$ cat src/rtl/rfft_ctrl.sv
// Frame sequencer for the 4-bank in-place FFT datapath.
// Runs LOAD, NUM_STAGES butterfly passes, then UNLOAD, and drives every mux, PE and RAM control.
module rfft_ctrl #(
  parameter int ADDR_BIT   = 3,
  parameter int NUM_STAGES = 3,
  parameter int RD_LAT     = 1,
  parameter int PE_LAT     = 2
) (
  input  logic                    clk,
  input  logic                    rst,
  input  logic                    start,
  input  logic                    in_valid,
  output logic                    in_ready,
  output logic                    out_valid,
  output logic                    busy,
  output logic                    done,
  output logic                    m0,
  output logic                    m11,
  output logic [1:0]              m12,
  output logic [1:0]              m13,
  output logic                    m14,
  output logic                    m21,
  output logic                    m22,
  output logic                    m23,
  output logic                    m24,
  output logic                    bypass_en,
  output logic                    en,
  output logic                    we,
  output logic                    re,
  output logic [4*ADDR_BIT-1:0]   addr_read,
  output logic [4*ADDR_BIT-1:0]   addr_write,
  output logic [ADDR_BIT-1:0]     tw_idx
);

  localparam int DEPTH = 1 << ADDR_BIT;
  localparam int PIPE  = RD_LAT + PE_LAT;
  localparam int CW    = $clog2(DEPTH + PIPE + 1) + 1;
  localparam int SW    = 4;
  localparam int AW    = 4 * ADDR_BIT;

  localparam logic [CW-1:0]       C_DEPTH = CW'(DEPTH);
  localparam logic [CW-1:0]       C_PIPE  = CW'(PIPE);
  localparam logic [CW-1:0]       C_RDLAT = CW'(RD_LAT);
  localparam logic [CW-1:0]       C_CLAST = CW'(DEPTH + PIPE - 1);
  localparam logic [CW-1:0]       C_ULAST = CW'(DEPTH + RD_LAT - 1);
  localparam logic [SW-1:0]       C_SLAST = SW'(NUM_STAGES - 1);
  localparam logic [ADDR_BIT-1:0] C_LMAX  = ADDR_BIT'(DEPTH - 1);

  typedef enum logic [2:0] {S_IDLE, S_LOAD, S_COMP, S_UNLOAD, S_FIN} state_t;

  typedef struct packed {
    logic                in_ready;
    logic                out_valid;
    logic                m0;
    logic                m11;
    logic [1:0]          m12;
    logic [1:0]          m13;
    logic                m14;
    logic                m21;
    logic                m22;
    logic                m23;
    logic                m24;
    logic                bypass_en;
    logic                en;
    logic                we;
    logic                re;
    logic [AW-1:0]       ar;
    logic [AW-1:0]       aw;
    logic [ADDR_BIT-1:0] tw;
  } ctl_t;

  function automatic ctl_t ctl_load();
    ctl_t k;
    k           = '0;
    k.in_ready  = 1'b1;
    k.en        = 1'b1;
    k.bypass_en = 1'b1;
    return k;
  endfunction

  // Control word for butterfly cycle c of stage s; writes trail reads by PIPE cycles.
  function automatic ctl_t ctl_comp(input logic [CW-1:0] c, input logic [SW-1:0] s);
    ctl_t                k;
    logic [ADDR_BIT-1:0] wa;
    k    = '0;
    k.m0 = 1'b1;
    k.en = 1'b1;
    k.re = (c < C_DEPTH);
    if (k.re) begin
      k.ar = {4{c[ADDR_BIT-1:0]}};
      k.tw = c[ADDR_BIT-1:0] << s;
    end
    k.we = (c >= C_PIPE);
    if (k.we) begin
      wa   = ADDR_BIT'(c - C_PIPE);
      k.aw = {4{wa}};
    end
    k.m11 = 1'b0;
    k.m14 = 1'b1;
    if (s == '0) begin
      k.m12 = 2'd2;
      k.m13 = 2'd0;
    end else begin
      k.m12 = 2'd1;
      k.m13 = 2'd1;
    end
    if (s[0]) begin
      k.m21 = 1'b1;
      k.m22 = 1'b1;
    end else begin
      k.m23 = 1'b1;
      k.m24 = 1'b1;
    end
    return k;
  endfunction

  function automatic ctl_t ctl_unload(input logic [CW-1:0] u);
    ctl_t k;
    k           = '0;
    k.re        = 1'b1;
    k.en        = 1'b1;
    k.bypass_en = 1'b1;
    if (u < C_DEPTH) k.ar = {4{u[ADDR_BIT-1:0]}};
    k.out_valid = (u >= C_RDLAT);
    return k;
  endfunction

  state_t              r_state;
  logic [ADDR_BIT-1:0] r_lcnt;
  logic [CW-1:0]       r_cnt;
  logic [SW-1:0]       r_stage;
  ctl_t                r_ctl;
  logic                r_busy;
  logic                r_done;

  logic [CW-1:0]       w_cnt_inc;
  logic [SW-1:0]       w_stage_inc;
  logic                w_load_acc;

  assign w_cnt_inc   = r_cnt + 1'b1;
  assign w_stage_inc = r_stage + 1'b1;
  assign w_load_acc  = (r_state == S_LOAD) && in_valid && r_ctl.in_ready;

  always_ff @(posedge clk or posedge rst) begin
    if (rst) begin
      r_state <= S_IDLE;
      r_lcnt  <= '0;
      r_cnt   <= '0;
      r_stage <= '0;
      r_ctl   <= '0;
      r_busy  <= 1'b0;
      r_done  <= 1'b0;
    end else begin
      r_done <= 1'b0;
      case (r_state)
        S_IDLE: begin
          if (start) begin
            r_state <= S_LOAD;
            r_busy  <= 1'b1;
            r_lcnt  <= '0;
            r_ctl   <= ctl_load();
          end
        end
        S_LOAD: begin
          if (w_load_acc) begin
            if (r_lcnt == C_LMAX) begin
              r_state <= S_COMP;
              r_cnt   <= '0;
              r_stage <= '0;
              r_ctl   <= ctl_comp('0, '0);
            end else begin
              r_lcnt <= r_lcnt + 1'b1;
            end
          end
        end
        S_COMP: begin
          if (r_cnt == C_CLAST) begin
            r_cnt <= '0;
            if (r_stage == C_SLAST) begin
              r_state <= S_UNLOAD;
              r_ctl   <= ctl_unload('0);
            end else begin
              r_stage <= w_stage_inc;
              r_ctl   <= ctl_comp('0, w_stage_inc);
            end
          end else begin
            r_cnt <= w_cnt_inc;
            r_ctl <= ctl_comp(w_cnt_inc, r_stage);
          end
        end
        S_UNLOAD: begin
          if (r_cnt == C_ULAST) begin
            r_state <= S_FIN;
            r_cnt   <= '0;
            r_ctl   <= '0;
            r_done  <= 1'b1;
          end else begin
            r_cnt <= w_cnt_inc;
            r_ctl <= ctl_unload(w_cnt_inc);
          end
        end
        S_FIN: begin
          r_state <= S_IDLE;
          r_busy  <= 1'b0;
        end
        default: r_state <= S_IDLE;
      endcase
    end
  end

  // Sample writes during LOAD follow in_valid within the cycle; everything else is registered.
  assign we         = r_ctl.we | w_load_acc;
  assign addr_write = w_load_acc ? {4{r_lcnt}} : r_ctl.aw;

  assign in_ready  = r_ctl.in_ready;
  assign out_valid = r_ctl.out_valid;
  assign busy      = r_busy;
  assign done      = r_done;
  assign m0        = r_ctl.m0;
  assign m11       = r_ctl.m11;
  assign m12       = r_ctl.m12;
  assign m13       = r_ctl.m13;
  assign m14       = r_ctl.m14;
  assign m21       = r_ctl.m21;
  assign m22       = r_ctl.m22;
  assign m23       = r_ctl.m23;
  assign m24       = r_ctl.m24;
  assign bypass_en = r_ctl.bypass_en;
  assign en        = r_ctl.en;
  assign re        = r_ctl.re;
  assign addr_read = r_ctl.ar;
  assign tw_idx    = r_ctl.tw;

endmodule

$ cat config.mk
export PLATFORM = sky130hd
export DESIGN_NAME = rfft_ctrl
export DESIGN_NICKNAME = d
export VERILOG_FILES = /design/src/rtl/rfft_ctrl.sv
export SDC_FILE = /design/constraint.sdc
export NUM_CORES = 1
export LEC_CHECK = 0
export ABC_AREA = 1
export CORE_AREA = 3 3 88 65
export CTS_CLUSTER_DIAMETER = 120
export CTS_CLUSTER_SIZE = 20
export DETAILED_ROUTE_END_ITERATION = 7
export DIE_AREA = 0 0 91 68
export PLACE_DENSITY_LB_ADDON = 0.08
export SLEW_MARGIN = 20
export SYNTH_ARGS = -nofsm -noshare
export SYNTH_HDL_FRONTEND = slang
export SYNTH_SLANG_ARGS = --single-unit
$ cat constraint.sdc
create_clock -name clk -period 1.6 [get_ports clk]
set_input_delay 0.32 -clock clk [delete_from_list [all_inputs] [get_ports clk]]
set_output_delay 0.32 -clock clk [all_outputs]
set_load 0.02 [all_outputs]
==> run summary, run 1 <==
The share of synthesized registers carrying an async set or reset is 1.000. The final estimated routing congestion in global placement is 0.8595. The root buffer cell chosen for the clock tree is clkbuf_8. Among cell families on the critical path, the largest total delay comes from buffers and inverters. The H-tree generated during clock tree synthesis spans 2 levels.

Summing all non-filler instances in the final layout gives an area of 0.003173 sq mm. The starting utilization of the core area came out at 0.4576. The static leakage is 1.788 nW. The total global routing track utilization is 0.1820.

The checks that failed: negative setup slack. The post-route setup TNS came out at -2.958 ns. The worst register-to-register path ends at r_ctl[12]. The placement-stage cell area is 0.002818 sq mm.

The tool flagged a number of max-cap violations equal to 0. The total of endpoints with negative setup slack in the final report is 20. The post-synthesis sequential area ratio is 0.4186. The violation count after the first detailed-route iteration came out at 93. The worst register-to-register path begins at r_lcnt[1]. Setup repair after global routing could not meet its margin everywhere. The flow ran to the end, but the final reports show violations. The critical path buffer and inverter count is 3. The number of sinks handled by clock tree synthesis is 37. Dividing the final minimum period by the clock period gives 1.153. The signal on the critical path passes through inv_2 > nor3_4 > nand2_4 > buf_4 > o21ai_4 > buf_4. The highest fanout seen on the critical path came out at 6. The mean number of vias per cell is 4.777. The die footprint came out at 0.006188 sq mm. The critical path crosses 6 cells after its start point. The area share of the largest cell type after synthesis is 0.4186. The peak supply drop is 0.8759 mV. STA classifies the critical path startpoint as a flip-flop. The clock slew seen by the registers of the worst setup and hold paths came out at 0.08 ns. The internal reg-to-reg setup slack came out at -0.03 ns. The number of search-and-repair iterations in the first detailed-routing pass came out at 4. The number of antenna violations at the first check in global routing is 0.

The most frequent cell after synthesis is nand2_1. TritonCTS built the clock tree. The number of I/O pins came out at 50. Synthesis handed over a netlist of 278 instances. The shortest clock period the worst path allows after layout came out at 1.845 ns. The max-slew violation total from the final report is 0. The cell area after synthesis is 0.002212 sq mm. The placeable core region came out at 0.004835 sq mm. The overall die width is 91 um. The die is 68 um tall. Entering global routing, the biggest net connects 38 pins. From synthesis to final layout, the design area changed by 43.44%. Summed over all layers, the global routing overflow is 0.

Counting instances in the post-synthesis netlist gives the leading cell types as nand2_1 (83), dfrtp_1 (37), buf_4 (33). The overall via count from detail_route is 1968. The clock latency on the worst-skew pair is 0.30 ns.

The count of final hold-check violations is 0. The type of the worst min-delay path is in2async. The worst-case setup margin in the final layout is -0.2453 ns. The power per cell area came out at 1865 mW/mm^2. The number of core rows is 21. The first-pass GRT wire length came out at 8.811 mm.

For the worst setup path, the data required time is 1.28 ns. The register bit total from synthesis came out at 37. The peak clock frequency supported by timing is 541.9 MHz.

The count of unique library cells instantiated by Yosys is 34. Of the cells placed in the final design, the portion with a size suffix greater than 1 is 0.3732. The residual DRC count came out at 0.

By area the synthesized netlist is led by dfrtp_1 (42%), nand2_1 (14%), buf_4 (11%). For this run, the leading register cell type out of synthesis is dfrtp_1. The slowest library cell on the worst path is dfrtp_1. On the final layout, the worst hold slack is 0.3758 ns. The number of antenna repair diodes came out at 0. The count of buffers added on input and output ports is 47. At the worst endpoint, the arrival time is 1.53 ns. The number of cells on the worst reg-to-reg path is 8.

The total wirelength of the detailed-routed design came out at 5.507 mm. The average wire length per cell after detail routing came out at 13.37 um. The number of buffers added by the clock tree synthesis step is 5. The most frequent cell on the critical path is buf_4. The via count of the first global-routing pass came out at 1885. The post-route antenna net violation count came out at 0. The number of warnings reported in the yosys synthesis log is 0. In this run the deepest clock path goes through 2 buffers. The critical path's largest stage delay is 0.36 ns. The number of enable flip-flop cells after synthesis came out at 0. Detailed placement ended at an HPWL of 3.868 mm. STA classifies the critical path endpoint as a primary output. The cell accounting for the most synthesized area is dfrtp_1. For the final database, setup skew stands at 0.005073 ns.

The worst setup path category is reg2out. For this run, the post-layout net count is 354. The post-synthesis average cell area is 7.957 sq um.
[power by group]
group	switching [W]	total, W	internal (W)
combinational	0.00221	0.00388	0.00167
clock	0.000345	0.000647	0.000302
sequential	0.000192	0.00139	0.00120
[logic make-up (layout without fill, tap and decap cells)]
group	after synthesis	in the layout	synth area share
other cells	1	2	0.001695
mux	2	2	0.01018
buf+inv	61	125	0.1601
fa+ha+maj	8	8	0.04525
flops	37	37	0.4186
xor+xnor	6	6	0.02376
simple gates	129	129	0.2568
compound gates	34	34	0.08372
[flip-flops by register name (all words and copies together), names as in the netlist, 2 cells and up]
| signal | cells |
|---|---|
| addr_read | 3 |
| m12 | 2 |
| r_cnt | 5 |
| r_ctl | 4 |
| r_lcnt | 3 |
| r_stage | 4 |
| r_state | 3 |
| tw_idx | 3 |
[per-stage QoR]
step           instances  power (W)  utilization  setup slack (ns)
2_1_floorplan        279   0.003435            -           -0.1525
4_1_cts              404   0.005232       0.5906           -0.2490
6_report             412   0.005918       0.6563           -0.2453
3_5_place_dp         395   0.004661       0.5828           -0.6139
5_1_grt              412   0.006385       0.6563           -0.3203
3_3_place_gp         395   0.004642       0.5828           -0.5931
[tightest hold or removal path, stage by stage]
cell	delay [ns]
clkdlybuf4s50_1	0.40
inv_1	0.09
buf_12	0.23
[cell usage in the layout (no fill, tap or decap), types with 2 or more instances in the layout]
cell	synthesis	layout
a21oi_1	4	4
a31oi_1	2	2
buf_2	1	8
buf_4	33	41
buf_6	0	6
clkbuf_8	0	5
clkdlybuf4s50_1	0	4
clkinv_2	0	2
conb_1	1	2
dfrtp_1	37	35
dfrtp_2	0	2
dlygate4sd2_1	0	22
dlymetal6s2s_1	0	8
ha_1	8	3
ha_2	0	3
ha_4	0	2
inv_1	23	18
inv_2	2	4
inv_4	0	2
mux2_2	2	2
nand2_1	83	58
nand2_2	1	20
nand2_4	1	7
nand3_1	11	9
nand4_1	5	5
nor2_1	17	10
nor2_2	0	5
nor2_4	1	3
nor3_1	3	3
o21ai_0	18	6
o21ai_1	5	13
o21ai_2	1	3
o21ai_4	0	2
xor2_1	6	5
[worst max path at each step]
stage / from / to / slack, ns
after floorplan: r_state[0] / addr_write[10] / -0.15
after global placement: in_valid / addr_write[2] / -0.59
after detailed placement: in_valid / addr_write[8] / -0.61
after CTS: r_state[0] / addr_write[8] / -0.25
after global routing: r_state[0] / addr_write[6] / -0.32
final: r_state[0] / addr_write[6] / -0.25
[metal layers]
| metal | GRT usage | vias up | wire (um) |
|---|---|---|---|
| met2 | 0.2832 | 53 | 2431 |
| met5 | 0 | - | 0 |
| met3 | 0.03956 | 7 | 348 |
| met4 | 0.06767 | 0 | 69 |
| met1 | 0.2519 | 915 | 2657 |
| li1 | - | 993 | - |
[final cells by class]
cell class                 instances  area (sq um)
clock buffer                       6         72.57
clock inverter                     2         10.01
fill                             437          1662
inverter                          25         103.9
multi-input combinational        181          1164
sequential                        37         928.4
tap                               69         86.33
timing repair buffer              92         808.3
[what timing repair did]
action | in CTS | in global routing
setup endpoints to repair | 57 | 53
cloned | 0 | 2
pin swaps | 2 | 17
resized for setup | 83 | 88
hold buffers | 0 | 0
setup buffers | 1 | 7
(Power assumes the default switching activity.)
==> inputs of run 2 (changes only) <==
--- a/config.mk
+++ b/config.mk
@@ -6,11 +6,12 @@
 export NUM_CORES = 1
 export LEC_CHECK = 0
 export ABC_AREA = 1
-export CORE_AREA = 3 3 88 65
+export ABC_CLOCK_PERIOD_IN_PS = 1600
+export CORE_AREA = 2 2 87 64
 export CTS_CLUSTER_DIAMETER = 120
 export CTS_CLUSTER_SIZE = 20
 export DETAILED_ROUTE_END_ITERATION = 7
-export DIE_AREA = 0 0 91 68
+export DIE_AREA = 0 0 89 66
 export PLACE_DENSITY_LB_ADDON = 0.08
 export SLEW_MARGIN = 20
 export SYNTH_ARGS = -nofsm -noshare
==> run summary, run 2 (synthesized netlist as in run 1, its figures left out) <==
The number of fillers in the final layout was 460 (+5.3%). The static leakage came to 1.841 nW (+3.0%). The final estimated routing congestion in global placement is 0.8448 (-1.7%). The combinational group share of total power is 0.674 (+0.018). The worst-case setup margin in the final layout came out at -0.2572 ns (-0.01189 ns).

The setup path with the least slack is of type reg2out. The total of endpoints with negative setup slack in the final report is 25 (+25%). The switching share of power is 0.4520 (-0.01210). The max-slew violation total from the final report came to 0 (unchanged). Traced cell by cell, the critical path runs through nor3_4 > nand2_4 > mux2_2 > buf_2. The overall via count from detail_route is 1993 (+1.3%). The largest register by flop count is r_cnt. The buffer type at the clock tree root is clkbuf_8. The via count of the first global-routing pass came out at 1823 (-3.3%).

The total of buffers placed on input and output ports came out at 47 (unchanged). The number of sinks handled by clock tree synthesis came out at 37 (unchanged). The post-route antenna net violation count came out at 0 (unchanged). The flow ran to the end, but the final reports show violations. The highest fanout seen on the critical path came out at 6 (unchanged). The peak supply drop is 0.8690 mV (-0.78%).

The library cell used most frequently in the layout, excluding fill and tap cells, is nand2_1. STA classifies the critical path endpoint as a primary output. Setup repair after global routing could not meet its margin everywhere. The number of flip-flops in the largest register was 5 (unchanged).

The number of search-and-repair iterations in the first detailed-routing pass was 4 (unchanged). The critical path required time is 1.28 ns (about the same). The max-cap violation count came to 0 (unchanged). The data arrival time at the worst-slack endpoint came out at 1.54 ns (about the same). The worst setup path is launched from a flip-flop. TritonCTS built the clock tree. The worst hold slack is 0.3711 ns (-0.004710 ns).

The ratio of final minimum period to clock period is 1.161 (+0.007430). The sequential fraction of design power is 0.214 (-0.021). The cts-stage hold buffer count came out at 0 (unchanged).

The critical path buffer and inverter count is 1 (-2). The vertical extent of the die was 66 um (-2.9%). The switching power total came out at 0.002907 W (+5.8%).

The critical path's largest stage delay was 0.41 ns (+0.05 ns). The number of levels in the clock H-tree was 2 (unchanged). Relative to the synthesized area, the layout overhead comes to 50.45%.

The average wire length per cell after detail routing came out at 13.22 um (-1.1%). The clock slew seen by the registers of the worst setup and hold paths came out at 0.07 ns (about the same). The shortest clock period the worst path allows after layout came out at 1.857 ns (+0.01189 ns). The pin count of the biggest net entering global routing came to 38 (unchanged). The residual DRC count came out at 0 (unchanged). The area used by multi-input combinational logic was 0.001207 sq mm (+3.8%). The placeable core region came to 0.005065 sq mm (+4.8%). The total area of sequential cells came out at 928.4 sq um (unchanged). The overall die width came out at 89 um (-2.2%). The tightest min-delay check is of the in2async type. The largest registers in the layout are r_cnt x5, r_ctl x4, r_stage x4. Leaving out fill and tap cells, the most frequent cells in the layout are nand2_1 (59), buf_4 (46), dfrtp_1 (35), nand2_2 (20).

The total wirelength of the detailed-routed design is 5.593 mm (+1.6%). The number of core rows is 22 (+4.8%). The half-perimeter wire length after placement came out at 3.746 mm (-3.1%). The total global routing track utilization is 0.1864 (+0.004396). The number of cells after detailed placement was 399 (+1.0%). The worst-case clock skew is 0.004875 ns (-0.0001977 ns). The number of standard cells in the final layout excluding fillers is 423 (+2.7%). The share of total power in the clock network is 0.113 (+0.004).

The buffer depth of the longest clock path is 2 (unchanged). The number of I/O pins is 50 (unchanged). The count of final hold-check violations came to 0 (unchanged). The first-pass GRT wire length came out at 8.300 mm (-5.8%). The starting utilization of the core area is 0.4368 (-0.02080). The number of buffers added by the clock tree synthesis step was 5 (unchanged).

The final reports fail on negative setup slack. The slowest library cell on the worst path is dfrtp_1. The internal portion of total power was 0.003525 W (+11%). The mean number of vias per cell came out at 4.712 (-1.4%).

The violation count after the first detailed-route iteration is 84 (-9.7%). The share of post-route cells with drive strength above 1 was 0.4188 (+0.04563). The final standard cell utilization of the core came out at 0.6571 (+0.0008000). The number of nets in the finished design came out at 362 (+2.3%). The total congestion overflow after global routing came out at 0 (unchanged). The clock latency on the worst-skew pair is 0.29 ns (about the same). The peak clock frequency supported by timing came out at 538.4 MHz (-0.64%).

The die footprint is 0.005874 sq mm (-5.1%). The number of antenna violations at the first check in global routing came out at 0 (unchanged). The number of antenna repair diodes is 0 (unchanged).

Grouping stages by cell kind, the critical path spends the most delay in flip-flops. The power per cell area came out at 1932 mW/mm^2 (+3.6%).
## run 2: worst min-delay path, delay by kind of cell
| family | cells | cell delay, ns |
|---|---|---|
| buffers and inverters | 3 | 0.71 |
## run 2: final timing paths
check	from	end	slack, ns	cells after the start
max in group asynchronous	rst	r_ctl[28]	1.02	3
min in group clk	tw_idx[0]	tw_idx[0]	0.48	2
max	r_state[1]	addr_write[5]	-0.26	4
min	rst	r_cnt[0]	0.37	3
min reg2reg	tw_idx[0]	tw_idx[0]	0.48	2
max reg2reg	r_state[1]	r_lcnt[2]	-0.06	10
## run 2: cell type report
cell class              instances  area share
clock buffers                   7     0.02895
clock inverters                 1    0.001504
inverters                      25     0.03346
multi-input cells             181      0.3628
flip-flops and latches         37      0.2789
well taps                      72     0.02707
repair buffers                100      0.2673
## run 2: timing repair
| action | in CTS | in global routing |
|---|---|---|
| cloned | 0 | 1 |
| endpoints found under the setup margin | 53 | 57 |
| setup buffers | 1 | 16 |
| pin swaps | 3 | 27 |
| resized for setup | 79 | 108 |
## run 2: layer usage
metal / up-vias / GRT usage / routed length, um
met5: - / 0 / 0
met4: 0 / 0.05597 / 45
met3: 5 / 0.03745 / 272
met2: 46 / 0.2836 / 2585
met1: 942 / 0.2679 / 2689
li1: 1000 / - / -
## run 2: power by group through the flow
stage | Combinational [W] | Sequential, W | Clock (W)
after global routing | 0.00470 | 0.00140 | 0.000797
after floorplan | 0.00194 | 0.00150 | 0
after CTS | 0.00326 | 0.00137 | 0.000744
after detailed placement | 0.00329 | 0.00138 | 0
after global placement | 0.00327 | 0.00137 | 0
final | 0.00433 | 0.00137 | 0.000725
## run 2: stage by stage
stage          power [W]  setup slack, ns  cell area (sq um)  setup TNS (ns)
2_1_floorplan   0.003435          -0.1525               2238          -1.283
3_3_place_gp    0.004645          -0.5914               2829          -13.94
3_5_place_dp    0.004672          -0.6105               2829          -14.32
4_1_cts         0.005374          -0.2631               2895          -2.748
5_1_grt         0.006895          -0.3344               3328          -6.022
6_report        0.006432          -0.2572               3328          -3.010
==> inputs of run 3 (changes only) <==
--- a/config.mk
+++ b/config.mk
@@ -6,7 +6,7 @@
 export NUM_CORES = 1
 export LEC_CHECK = 0
 export ABC_AREA = 1
-export ABC_CLOCK_PERIOD_IN_PS = 1600
+export ABC_CLOCK_PERIOD_IN_PS = 1900
 export CORE_AREA = 2 2 87 64
 export CTS_CLUSTER_DIAMETER = 120
 export CTS_CLUSTER_SIZE = 20
==> constraint.sdc (replaced) <==
create_clock -name clk -period 1.9 [get_ports clk]
set_input_delay 0.38 -clock clk [delete_from_list [all_inputs] [get_ports clk]]
set_output_delay 0.38 -clock clk [all_outputs]
set_load 0.02 [all_outputs]
==> run summary, run 3 (synthesized netlist as in run 1, its figures left out) <==
The run finished, with violations left. The final reports fail on negative setup slack. The number of antenna violations at the first check in global routing is 0 (unchanged). The number of nets in the finished design is 336 (-7.2%).

The pre-CTS worst setup slack was -0.4432 ns (+0.1673 ns). The switching share of power is 0.4353 (-0.01663). The post-route antenna net violation count is 0 (unchanged). The placement-stage cell area is 0.002678 sq mm (-5.4%). The tightest min-delay check is of the reg2reg type. The number of I/O pins is 50 (unchanged). The data arrival time at the worst-slack endpoint came to 1.63 ns (+0.09 ns). The critical path required time came out at 1.52 ns (+0.24 ns). The share of post-route cells with drive strength above 1 came out at 0.1877 (-0.2311). The max-cap violation count is 0 (unchanged). The overall die width came to 89 um (unchanged).

The switching power total is 0.001922 W (-34%). The number of levels in the clock H-tree was 2 (unchanged). The total of buffers placed on input and output ports came out at 47 (unchanged).

The placeable core region is 0.005065 sq mm (unchanged). The max-slew violation total from the final report is 0 (unchanged). The internal portion of total power came out at 0.002493 W (-29%). The sequential fraction of design power is 0.263 (+0.049). The number of search-and-repair iterations in the first detailed-routing pass was 4 (unchanged). The number of core rows came out at 22 (unchanged). The average wire length per cell after detail routing came to 11.89 um (-10%). The violation count after the first detailed-route iteration was 62 (-26%).

The highest fanout seen on the critical path is 6 (unchanged). The top cell types in the final layout, fill and taps aside, are nand2_1 (83), dfrtp_1 (37), clkdlybuf4s50_1 (33), buf_4 (29), inv_1 (22). The total congestion overflow after global routing came out at 0 (unchanged). The vertical extent of the die came to 66 um (unchanged). Relative to the synthesized area, the layout overhead comes to 27.94%. The worst setup path is launched from a flip-flop. The number of antenna repair diodes came out at 0 (unchanged). The largest register by flop count is r_cnt. The power per cell area came out at 1560 mW/mm^2 (-19%).

The number of standard cells in the final layout excluding fillers is 397 (-6.1%). The final estimated routing congestion in global placement came out at 0.8782 (+4.0%). The total wirelength of the detailed-routed design came out at 4.719 mm (-16%). The worst setup path category is reg2out. The clock slew seen by the registers of the worst setup and hold paths came out at 0.08 ns (about the same). The mean number of vias per cell came out at 4.622 (-1.9%).

The first-pass GRT wire length is 7.734 mm (-6.8%). The power after layout came out at 0.004416 W (-31%). The buffer type at the clock tree root is clkbuf_8. The residual DRC count is 0 (unchanged). The total of endpoints with negative setup slack in the final report is 8 (-68%). The peak clock frequency supported by timing is 497.1 MHz. The share of total power in the clock network came to 0.160 (+0.047). The cts-stage hold buffer count came out at 0 (unchanged). The largest registers in the layout are r_cnt x5, r_ctl x4, r_stage x4. The via count of the first global-routing pass is 1659 (-9.0%). The die footprint came out at 0.005874 sq mm (unchanged). The worst-case setup margin in the final layout came to -0.1118 ns (+0.1455 ns).

The number of sinks handled by clock tree synthesis came out at 37 (unchanged). The starting utilization of the core area is 0.4368 (unchanged). The worst hold slack came out at 0.4819 ns (+0.1108 ns). The peak supply drop is 0.7328 mV (-16%).

The shortest clock period the worst path allows after layout came out at 2.012 ns. The worst-case clock skew came out at 0.007967 ns (+0.003092 ns). Of the available clock period, the critical path in the final layout requires 1.059. The category of the worst setup path capture point is a primary output.

The library cell used most frequently in the layout, excluding fill and tap cells, is nand2_1. The number of buffers added by the clock tree synthesis step was 5 (unchanged). The pin count of the biggest net entering global routing came out at 38 (unchanged). The combinational group share of total power is 0.577 (-0.097). The count of final hold-check violations is 0 (unchanged). The half-perimeter wire length after placement is 3.586 mm (-4.3%). The total global routing track utilization is 0.1722 (-0.01421).

The overall via count from detail_route is 1835 (-7.9%). The static leakage came to 1.445 nW (-22%). The clock latency on the worst-skew pair came out at 0.28 ns (about the same). The number of cells after detailed placement is 383 (-4.0%). TritonCTS built the clock tree.

The design area came out at 0.002830 sq mm (-15%). Setup repair after global routing could not meet its margin everywhere. The buffer depth of the longest clock path is 2 (unchanged). The number of flip-flops in the largest register came out at 5 (unchanged).
-- run 3: repair_timing --
action	4_1_cts	5_1_grt
setup endpoints to repair	13	13
pin swaps	3	2
buffers inserted	3	3
gates resized for setup	54	15
-- run 3: per-stage QoR --
stage	utilization	setup TNS [ns]
floorplan	-	0
global placement	0.5287	-4.862
detailed placement	0.5287	-5.147
CTS	0.5563	-0.4674
global route	0.5588	-1.420
finish	0.5588	-0.3598
-- run 3: power groups by stage --
stage	Sequential, W	Clock, W	Combinational, W
5_1_grt	0.00119	0.000766	0.00286
6_report	0.00116	0.000708	0.00255
3_5_place_dp	0.00118	0	0.00254
3_3_place_gp	0.00117	0	0.00254
2_1_floorplan	0.00125	0	0.00161
4_1_cts	0.00116	0.000726	0.00256
-- run 3: layer usage --
layer,wire [um],vias up,GRT usage
met3,221,6,0.04245
met5,0,-,0
met4,68,0,0.04851
li1,-,950,-
met2,1957,40,0.2519
met1,2471,839,0.2522
-- run 3: area by class of cell --
| type | instances | area (sq um) |
|---|---|---|
| clock buffers | 6 | 82.58 |
| fillers | 494 | 2235 |
| well taps | 72 | 90.09 |
| flip-flops and latches | 37 | 925.9 |
| clock inverters | 2 | 37.54 |
| repair buffers | 74 | 649.4 |
| multi-input cells | 181 | 950.9 |
| inverters | 25 | 93.84 |
-- run 3: path summary, 6_finish.rpt --
check                           start              to  slack (ns)  depth (start not counted)
max                        r_state[1]  addr_write[10]       -0.11                          5
min                         tw_idx[1]       tw_idx[1]        0.48                          2
max reg2reg                  r_cnt[0]       r_ctl[13]        0.22                          7
min reg2reg                 tw_idx[1]       tw_idx[1]        0.48                          2
max in group asynchronous         rst        r_cnt[4]        1.06                          3
min in group asynchronous         rst        r_cnt[3]        0.50                          3
-- run 3: worst max-delay path: stages, from the launching register on --
cell and delay [ns]:
dfrtp_1 0.42, nor3_4 0.25, nand2_4 0.10, mux2_4 0.34
buf_6 0.13, buf_6 0.12
